**src/rtl/sort_ctrl_pkg.sv**
```systemverilog
// Shared types and constants for the selection-sort run controller.
// Holds the controller state encoding, element stride and run-counter sizing.
// No logic lives here beyond a small element-address helper.
package sort_ctrl_pkg;

  typedef enum logic [2:0] {
    ST_IDLE    = 3'd0,
    ST_LOAD    = 3'd1,
    ST_RUN     = 3'd2,
    ST_FETCH   = 3'd3,
    ST_PRESENT = 3'd4,
    ST_DONE    = 3'd5,
    ST_ERR     = 3'd6
  } state_e;

  // Byte distance between consecutive 64-bit array elements.
  localparam int unsigned ELEM_STRIDE = 8;

  // Width of the RUN-cycle counter and the value it sticks at.
  localparam int unsigned RUN_CNT_W = 32;
  localparam logic [RUN_CNT_W-1:0] RUN_CNT_SAT = '1;

  // Byte address of element idx relative to the array base.
  function automatic logic [63:0] elem_addr(input logic [63:0] base, input logic [31:0] idx);
    return base + (64'(idx) * 64'(ELEM_STRIDE));
  endfunction

endpackage

```
**src/rtl/sort_ctrl_watchdog.sv**
```systemverilog
// Saturating RUN-cycle counter with optional run-length limit compare.
// Latency: counter updates on the edge closing each counted cycle; limit flag is combinational.
// Backpressure: none; counts whenever enabled. Limit compare exists only with SORT_CTRL_WATCHDOG_EN.
module sort_ctrl_watchdog
  import sort_ctrl_pkg::*;
#(
  parameter int unsigned MAX_CYCLES = 4096
) (
  input  logic                 i_clk,
  input  logic                 i_reset,
  input  logic                 i_clear,
  input  logic                 i_count_en,
  output logic [RUN_CNT_W-1:0] o_run_cycles,
  output logic                 o_limit_hit
);

  logic [RUN_CNT_W-1:0] r_cnt;

  // Count RUN cycles, holding at the saturation value; a new run clears it.
  always_ff @(posedge i_clk or negedge i_reset) begin
    if (!i_reset) begin
      r_cnt <= '0;
    end else if (i_clear) begin
      r_cnt <= '0;
    end else if (i_count_en && (r_cnt != RUN_CNT_SAT)) begin
      r_cnt <= r_cnt + 1'b1;
    end
  end

  assign o_run_cycles = r_cnt;

`ifdef SORT_CTRL_WATCHDOG_EN
  // The cycle in which the counter moves to MAX_CYCLES is the last one allowed.
  localparam logic [RUN_CNT_W-1:0] LIMIT_LAST = RUN_CNT_W'(MAX_CYCLES - 1);
  assign o_limit_hit = i_count_en && (r_cnt == LIMIT_LAST);
`else
  localparam int unsigned unused_max_cycles = MAX_CYCLES;
  assign o_limit_hit = 1'b0;
`endif

endmodule

```
**src/rtl/sort_run_controller.sv**
```systemverilog
// Sequences one sort run: host load into data memory, core release, halt detect, sorted readback.
// Latency: 1 cycle per load beat, halt seen one edge after the 2nd matching PC, 2 cycles per readback element.
// Backpressure: host_valid gaps stall LOAD; out_ready low holds PRESENT indefinitely. Watchdog via SORT_CTRL_WATCHDOG_EN.
module sort_run_controller
  import sort_ctrl_pkg::*;
#(
  parameter int unsigned N_ELEM     = 8,
  parameter logic [63:0] ELEM_BASE  = 64'h0,
  parameter logic [63:0] HALT_PC    = 64'h0000_0000_0000_0060,
  parameter int unsigned MAX_CYCLES = 4096
) (
  input  logic        i_clk,
  input  logic        i_reset,
  input  logic        i_start,
  input  logic        i_host_valid,
  output logic        o_host_ready,
  input  logic [63:0] i_host_data,
  output logic        o_out_valid,
  input  logic        i_out_ready,
  output logic [63:0] o_out_data,
  output logic        o_core_reset,
  input  logic [63:0] i_core_pc,
  output logic        o_mem_sel,
  output logic [63:0] o_ctl_mem_addr,
  output logic [63:0] o_ctl_mem_wdata,
  output logic        o_ctl_mem_we,
  output logic        o_ctl_mem_re,
  input  logic [63:0] i_mem_rdata,
  output logic        o_busy,
  output logic        o_done,
  output logic        o_timeout,
  output logic [31:0] o_run_cycles
);

  localparam int unsigned IDX_W = (N_ELEM > 1) ? $clog2(N_ELEM) : 1;
  localparam logic [IDX_W-1:0] IDX_LAST = IDX_W'(N_ELEM - 1);

  state_e           r_state;
  state_e           w_state_nxt;
  logic [IDX_W-1:0] r_idx;
  logic [63:0]      r_out_data;
  logic             r_match_q;

  logic w_idle_like;
  logic w_start_ok;
  logic w_beat;
  logic w_last;
  logic w_match;
  logic w_halt;
  logic w_out_hs;
  logic w_limit;

  assign w_idle_like = (r_state == ST_IDLE) || (r_state == ST_DONE) || (r_state == ST_ERR);
  assign w_start_ok  = i_start && w_idle_like;
  assign w_beat      = (r_state == ST_LOAD) && i_host_valid;
  assign w_last      = (r_idx == IDX_LAST);
  assign w_match     = (i_core_pc == HALT_PC);
  // A halt needs the PC at the self-loop this cycle and the previous RUN cycle.
  assign w_halt      = (r_state == ST_RUN) && w_match && r_match_q;
  assign w_out_hs    = (r_state == ST_PRESENT) && i_out_ready;

  sort_ctrl_watchdog #(
    .MAX_CYCLES (MAX_CYCLES)
  ) u_watchdog (
    .i_clk        (i_clk),
    .i_reset      (i_reset),
    .i_clear      (w_start_ok),
    .i_count_en   (r_state == ST_RUN),
    .o_run_cycles (o_run_cycles),
    .o_limit_hit  (w_limit)
  );

  // Next-state selection; halt takes priority over the watchdog limit.
  always_comb begin
    w_state_nxt = r_state;
    case (r_state)
      ST_IDLE, ST_DONE, ST_ERR: begin
        if (i_start) w_state_nxt = ST_LOAD;
      end
      ST_LOAD: begin
        if (w_beat && w_last) w_state_nxt = ST_RUN;
      end
      ST_RUN: begin
        if (w_halt)       w_state_nxt = ST_FETCH;
        else if (w_limit) w_state_nxt = ST_ERR;
      end
      ST_FETCH: begin
        w_state_nxt = ST_PRESENT;
      end
      ST_PRESENT: begin
        if (w_out_hs) w_state_nxt = w_last ? ST_DONE : ST_FETCH;
      end
      default: begin
        w_state_nxt = ST_IDLE;
      end
    endcase
  end

  // State register.
  always_ff @(posedge i_clk or negedge i_reset) begin
    if (!i_reset) r_state <= ST_IDLE;
    else          r_state <= w_state_nxt;
  end

  // Element index: walks the array during load, and again during readback.
  always_ff @(posedge i_clk or negedge i_reset) begin
    if (!i_reset) begin
      r_idx <= '0;
    end else if (w_start_ok) begin
      r_idx <= '0;
    end else if (w_beat) begin
      r_idx <= w_last ? '0 : r_idx + 1'b1;
    end else if (w_out_hs && !w_last) begin
      r_idx <= r_idx + 1'b1;
    end
  end

  // Remember whether the previous RUN cycle saw the halt PC; outside RUN this is cleared,
  // so the first RUN cycle can never complete a match.
  always_ff @(posedge i_clk or negedge i_reset) begin
    if (!i_reset) r_match_q <= 1'b0;
    else          r_match_q <= (r_state == ST_RUN) && w_match;
  end

  // Readback register: loaded in FETCH and held through PRESENT until the handshake.
  always_ff @(posedge i_clk or negedge i_reset) begin
    if (!i_reset)                r_out_data <= '0;
    else if (r_state == ST_FETCH) r_out_data <= i_mem_rdata;
  end

  assign o_out_data      = r_out_data;
  assign o_host_ready    = (r_state == ST_LOAD);
  assign o_out_valid     = (r_state == ST_PRESENT);
  // The core only runs, and only owns memory, while in RUN.
  assign o_core_reset    = (r_state != ST_RUN);
  assign o_mem_sel       = (r_state != ST_RUN);
  assign o_ctl_mem_we    = w_beat;
  assign o_ctl_mem_re    = (r_state == ST_FETCH);
  assign o_ctl_mem_addr  = ((r_state == ST_LOAD) || (r_state == ST_FETCH))
                           ? elem_addr(ELEM_BASE, 32'(r_idx)) : 64'h0;
  assign o_ctl_mem_wdata = w_beat ? i_host_data : 64'h0;
  assign o_busy          = (r_state == ST_LOAD) || (r_state == ST_RUN) ||
                           (r_state == ST_FETCH) || (r_state == ST_PRESENT);
  assign o_done          = (r_state == ST_DONE);
`ifdef SORT_CTRL_WATCHDOG_EN
  assign o_timeout       = (r_state == ST_ERR);
`else
  assign o_timeout       = 1'b0;
`endif

endmodule

```
**config.mk**
```make
export PLATFORM = sky130hd
export DESIGN_NAME = sort_run_controller
export DESIGN_NICKNAME = d
export VERILOG_FILES = /design/src/rtl/sort_ctrl_pkg.sv /design/src/rtl/sort_ctrl_watchdog.sv /design/src/rtl/sort_run_controller.sv
export SDC_FILE = /design/constraint.sdc
export NUM_CORES = 1
export LEC_CHECK = 0
export CAP_MARGIN = 0
export CELL_PAD_IN_SITES_DETAIL_PLACEMENT = 1
export CELL_PAD_IN_SITES_GLOBAL_PLACEMENT = 1
export CORE_AREA = 2 2 167 169
export DETAILED_ROUTE_END_ITERATION = 16
export DIE_AREA = 0 0 169 171
export PLACE_DENSITY_LB_ADDON = 0.1
export SLEW_MARGIN = 20
export SYNTH_ARGS = -nofsm -noshare
export SYNTH_HDL_FRONTEND = slang
export SYNTH_SLANG_ARGS = --single-unit
```
**constraint.sdc**
```tcl
create_clock -name i_clk -period 3 [get_ports i_clk]
set_input_delay 0.9 -clock i_clk [delete_from_list [all_inputs] [get_ports i_clk]]
set_output_delay 0.9 -clock i_clk [all_outputs]
set_load 0.03 [all_outputs]
```
==> flow_summary.json <==
{
  "synth_edf_count": 0,
  "cp-end-kind": "output pin",
  "cts.path.max_buffers": 2,
  "syn2layout_area_growth_pct": 83.3,
  "final_common_cell": "clkdlybuf4s50_1",
  "async_flop_share": 1.00,
  "period_needed_ns": 2.94,
  "yosys.area_share.simple": 0.216,
  "cp_cell_sequence": "buf_6, nor4bb_4, buf_4, buf_6, clkbuf_16, and2_1, buf_6",
  "synthCells": 541,
  "setup_viol": 0,
  "postRouteWirelength_um": 27900,
  "die_area_mm2": 0.0289,
  "synth-seq-cells": 103,
  "synth_fa_ha_area_frac": 0.00657,
  "grt_pass1_vias": 5562,
  "worstSetupPathType": "in -> out",
  "ys_warn_count": 0,
  "htreeDepth": 3,
  "hold_class": "in -> async",
  "cp.arrival_ns": 2.04,
  "cts.clk_slew.worst_paths_ns": 0.08,
  "synth_xor_area_frac": 0.00460,
  "dp_hpwl_um": 21500,
  "synth_compound_area_frac": 0.0797,
  "gp_congestion": 0.724,
  "overflow": 0,
  "netlist_area_mm2": 0.00571,
  "grt_max_degree": 66,
  "fp-row-count": 61,
  "final_cell_mix": "clkdlybuf4s50_1, dfrtp_1, mux2_2",
  "final_util": 0.383,
  "peakVddDrop_v": 0.000483,
  "drive_gt1_frac": 0.228,
  "layout.nets": 1116,
  "r2r-end": "u_watchdog.o_run_cycles[18]",
  "grt_pass1_wl_um": 38200,
  "numCtsBuffers": 9,
  "drt_iter0_drc": 174,
  "p_leak_nw": 4.37,
  "fillers": 3035,
  "synth_top_family_by_area": "simple AND/OR/NAND/NOR gates",
  "grt.total_usage": 0.181,
  "die_height_um": 171,
  "rsz0062_at_grt": "false",
  "antenna_found_initial": 1,
  "drtPass1Iterations": 4,
  "ys_seq_area_frac": 0.451,
  "maxCapViolations": 0,
  "wl_per_cell_um": 22.0,
  "ant_nets": 0,
  "muxShareOfSynthArea": 0.137,
  "cts.sinks": 103,
  "start_util": 0.209,
  "slowest_delay_ns": 0.32,
  "reg2reg_setup_slack_ns": 0.69,
  "multi_input_area_mm2": 0.00285,
  "power.density_mw_per_mm2": 752,
  "outcome": "completed",
  "fin_cells": 1268,
  "vias_per_cell": 4.36,
  "period_share": 0.979,
  "crit_slowest_cell": "nor4bb_4",
  "relSlewSlack": 0.400,
  "fp.coreArea_mm2": 0.0273,
  "cts_tree": "yes",
  "ioPinCount": 430,
  "fmax_mhz": 340,
  "cp_common_cell": "buf_6",
  "r2r_start": "r_state[0]",
  "ys.flop_type": "dfrtp_1",
  "regArea_mm2": 0.00258,
  "synth.avg_cell_area_um2": 10.6,
  "port_buffers": 367,
  "drc": 0,
  "synth_cell_types": 46,
  "cp_max_fo": 8,
  "tightest_slew_ns": 0.900,
  "die_w_um": 169,
  "place_inst": 1242,
  "fin_skew_ns": 0.0142,
  "clk_latency_ns": 0.36,
  "start_kind": "input port",
  "required_ns": 2.10,
  "finalHoldViolations": 0,
  "vias": 5528,
  "reg2reg_depth": 8,
  "root_buffer": "clkbuf_16",
  "maxSlewViolCount": 0
}
## worst max-delay path by stage
| stage | start | to | slack [ns] |
|---|---|---|---|
| finish | i_host_valid | o_ctl_mem_wdata[9] | 0.06 |
| global route | r_state[1] | o_core_reset | 0.004 |
| CTS | r_state[1] | o_host_ready | 0.001 |
| detailed placement | i_host_valid | o_ctl_mem_wdata[36] | -0.34 |
| global placement | i_host_valid | o_ctl_mem_wdata[10] | -0.32 |
| floorplan | i_host_valid | o_ctl_mem_wdata[14] | 0.002 |
## per-stage QoR
step                      power, W  hold WS (ns)  setup TNS, ns  setup slack [ns]  instance area (µm²)
after floorplan            0.00437         0.466              0           0.00240                 5950
after detailed placement   0.00645         0.492         -20.29            -0.336                 9820
after global placement     0.00643         0.486         -19.30            -0.317                 9820
after CTS                  0.00794         0.451              0           0.00101                10400
after global routing       0.00825         0.455              0           0.00414                10500
final                      0.00788         0.451              0            0.0627                10500
## where the power goes
part           total (W)  internal, W  leakage (nW)  switching, W
registers        0.00213      0.00186          1.28      0.000264
logic            0.00456      0.00213          2.95       0.00243
clock network    0.00119     0.000585         0.142      0.000607
## Yosys cell counts, types with 3 or more instances
| master | n | area [µm²] |
|---|---|---|
| a21oi_1 | 20 | 100 |
| and2_1 | 71 | 444 |
| and3_1 | 9 | 56.3 |
| and4_1 | 3 | 26.3 |
| buf_2 | 9 | 45.0 |
| buf_4 | 63 | 473 |
| clkbuf_1 | 16 | 60.1 |
| dfrtp_1 | 103 | 2580 |
| ha_1 | 3 | 37.5 |
| inv_1 | 5 | 18.8 |
| mux2_2 | 64 | 721 |
| mux2i_1 | 6 | 60.1 |
| nand2_1 | 17 | 63.8 |
| nand3_1 | 16 | 80.1 |
| nand4_1 | 15 | 93.8 |
| nor2_1 | 11 | 41.3 |
| nor2b_1 | 3 | 18.8 |
| nor3_1 | 4 | 20.0 |
| nor4_1 | 16 | 100 |
| o211ai_1 | 11 | 82.6 |
| o21ai_0 | 13 | 65.1 |
| o311ai_0 | 3 | 26.3 |
| o31ai_1 | 13 | 97.6 |
| o41ai_1 | 4 | 35.0 |
| or3_1 | 11 | 68.8 |
| or4_1 | 4 | 30.0 |
## worst max-delay path: cells and delay by family
| family | cells | cell delay, ns |
|---|---|---|
| buffers and inverters | 5 | 0.67 |
| and+or+nand+nor | 2 | 0.46 |
## state kept, by name, summed over array words and instances, names as in the netlist
register and cells:
o_out_data 64, u_watchdog.o_run_cycles 32, r_match_q 1, r_state 3, r_idx 3
## area by class of cell
class	count	area share
multi-input cells	405	0.272
repair buffers	392	0.411
well taps	346	0.0413
inverters	5	0.00179
clock buffers	9	0.0215
diodes	1	0.000239
flip-flops and latches	103	0.246
clock inverters	7	0.00633
## kinds of logic after synthesis
| kind of cell | after synthesis |
|---|---|
| mux | 70 |
| compound gates | 70 |
| flops | 103 |
| other cells | 1 |
| fa+ha+maj | 3 |
| xor+xnor | 3 |
| simple gates | 197 |
| buf+inv | 94 |
## repair_timing
item	in CTS	in global routing
setup buffers	4	0
endpoints found under the setup margin	68	51
hold buffers	0	0
gates resized for setup	52	17
pin swaps	1	1
cloned	3	2
## routing by layer
metal,share of wire,vias to the layer above,global-route usage
met5,0,-,0
met4,0.018,0,0.0483
met3,0.059,18,0.0396
met2,0.55,214,0.349
met1,0.37,2727,0.200
li1,-,2569,-
Note: power is estimated with default switching activity, not from simulation.
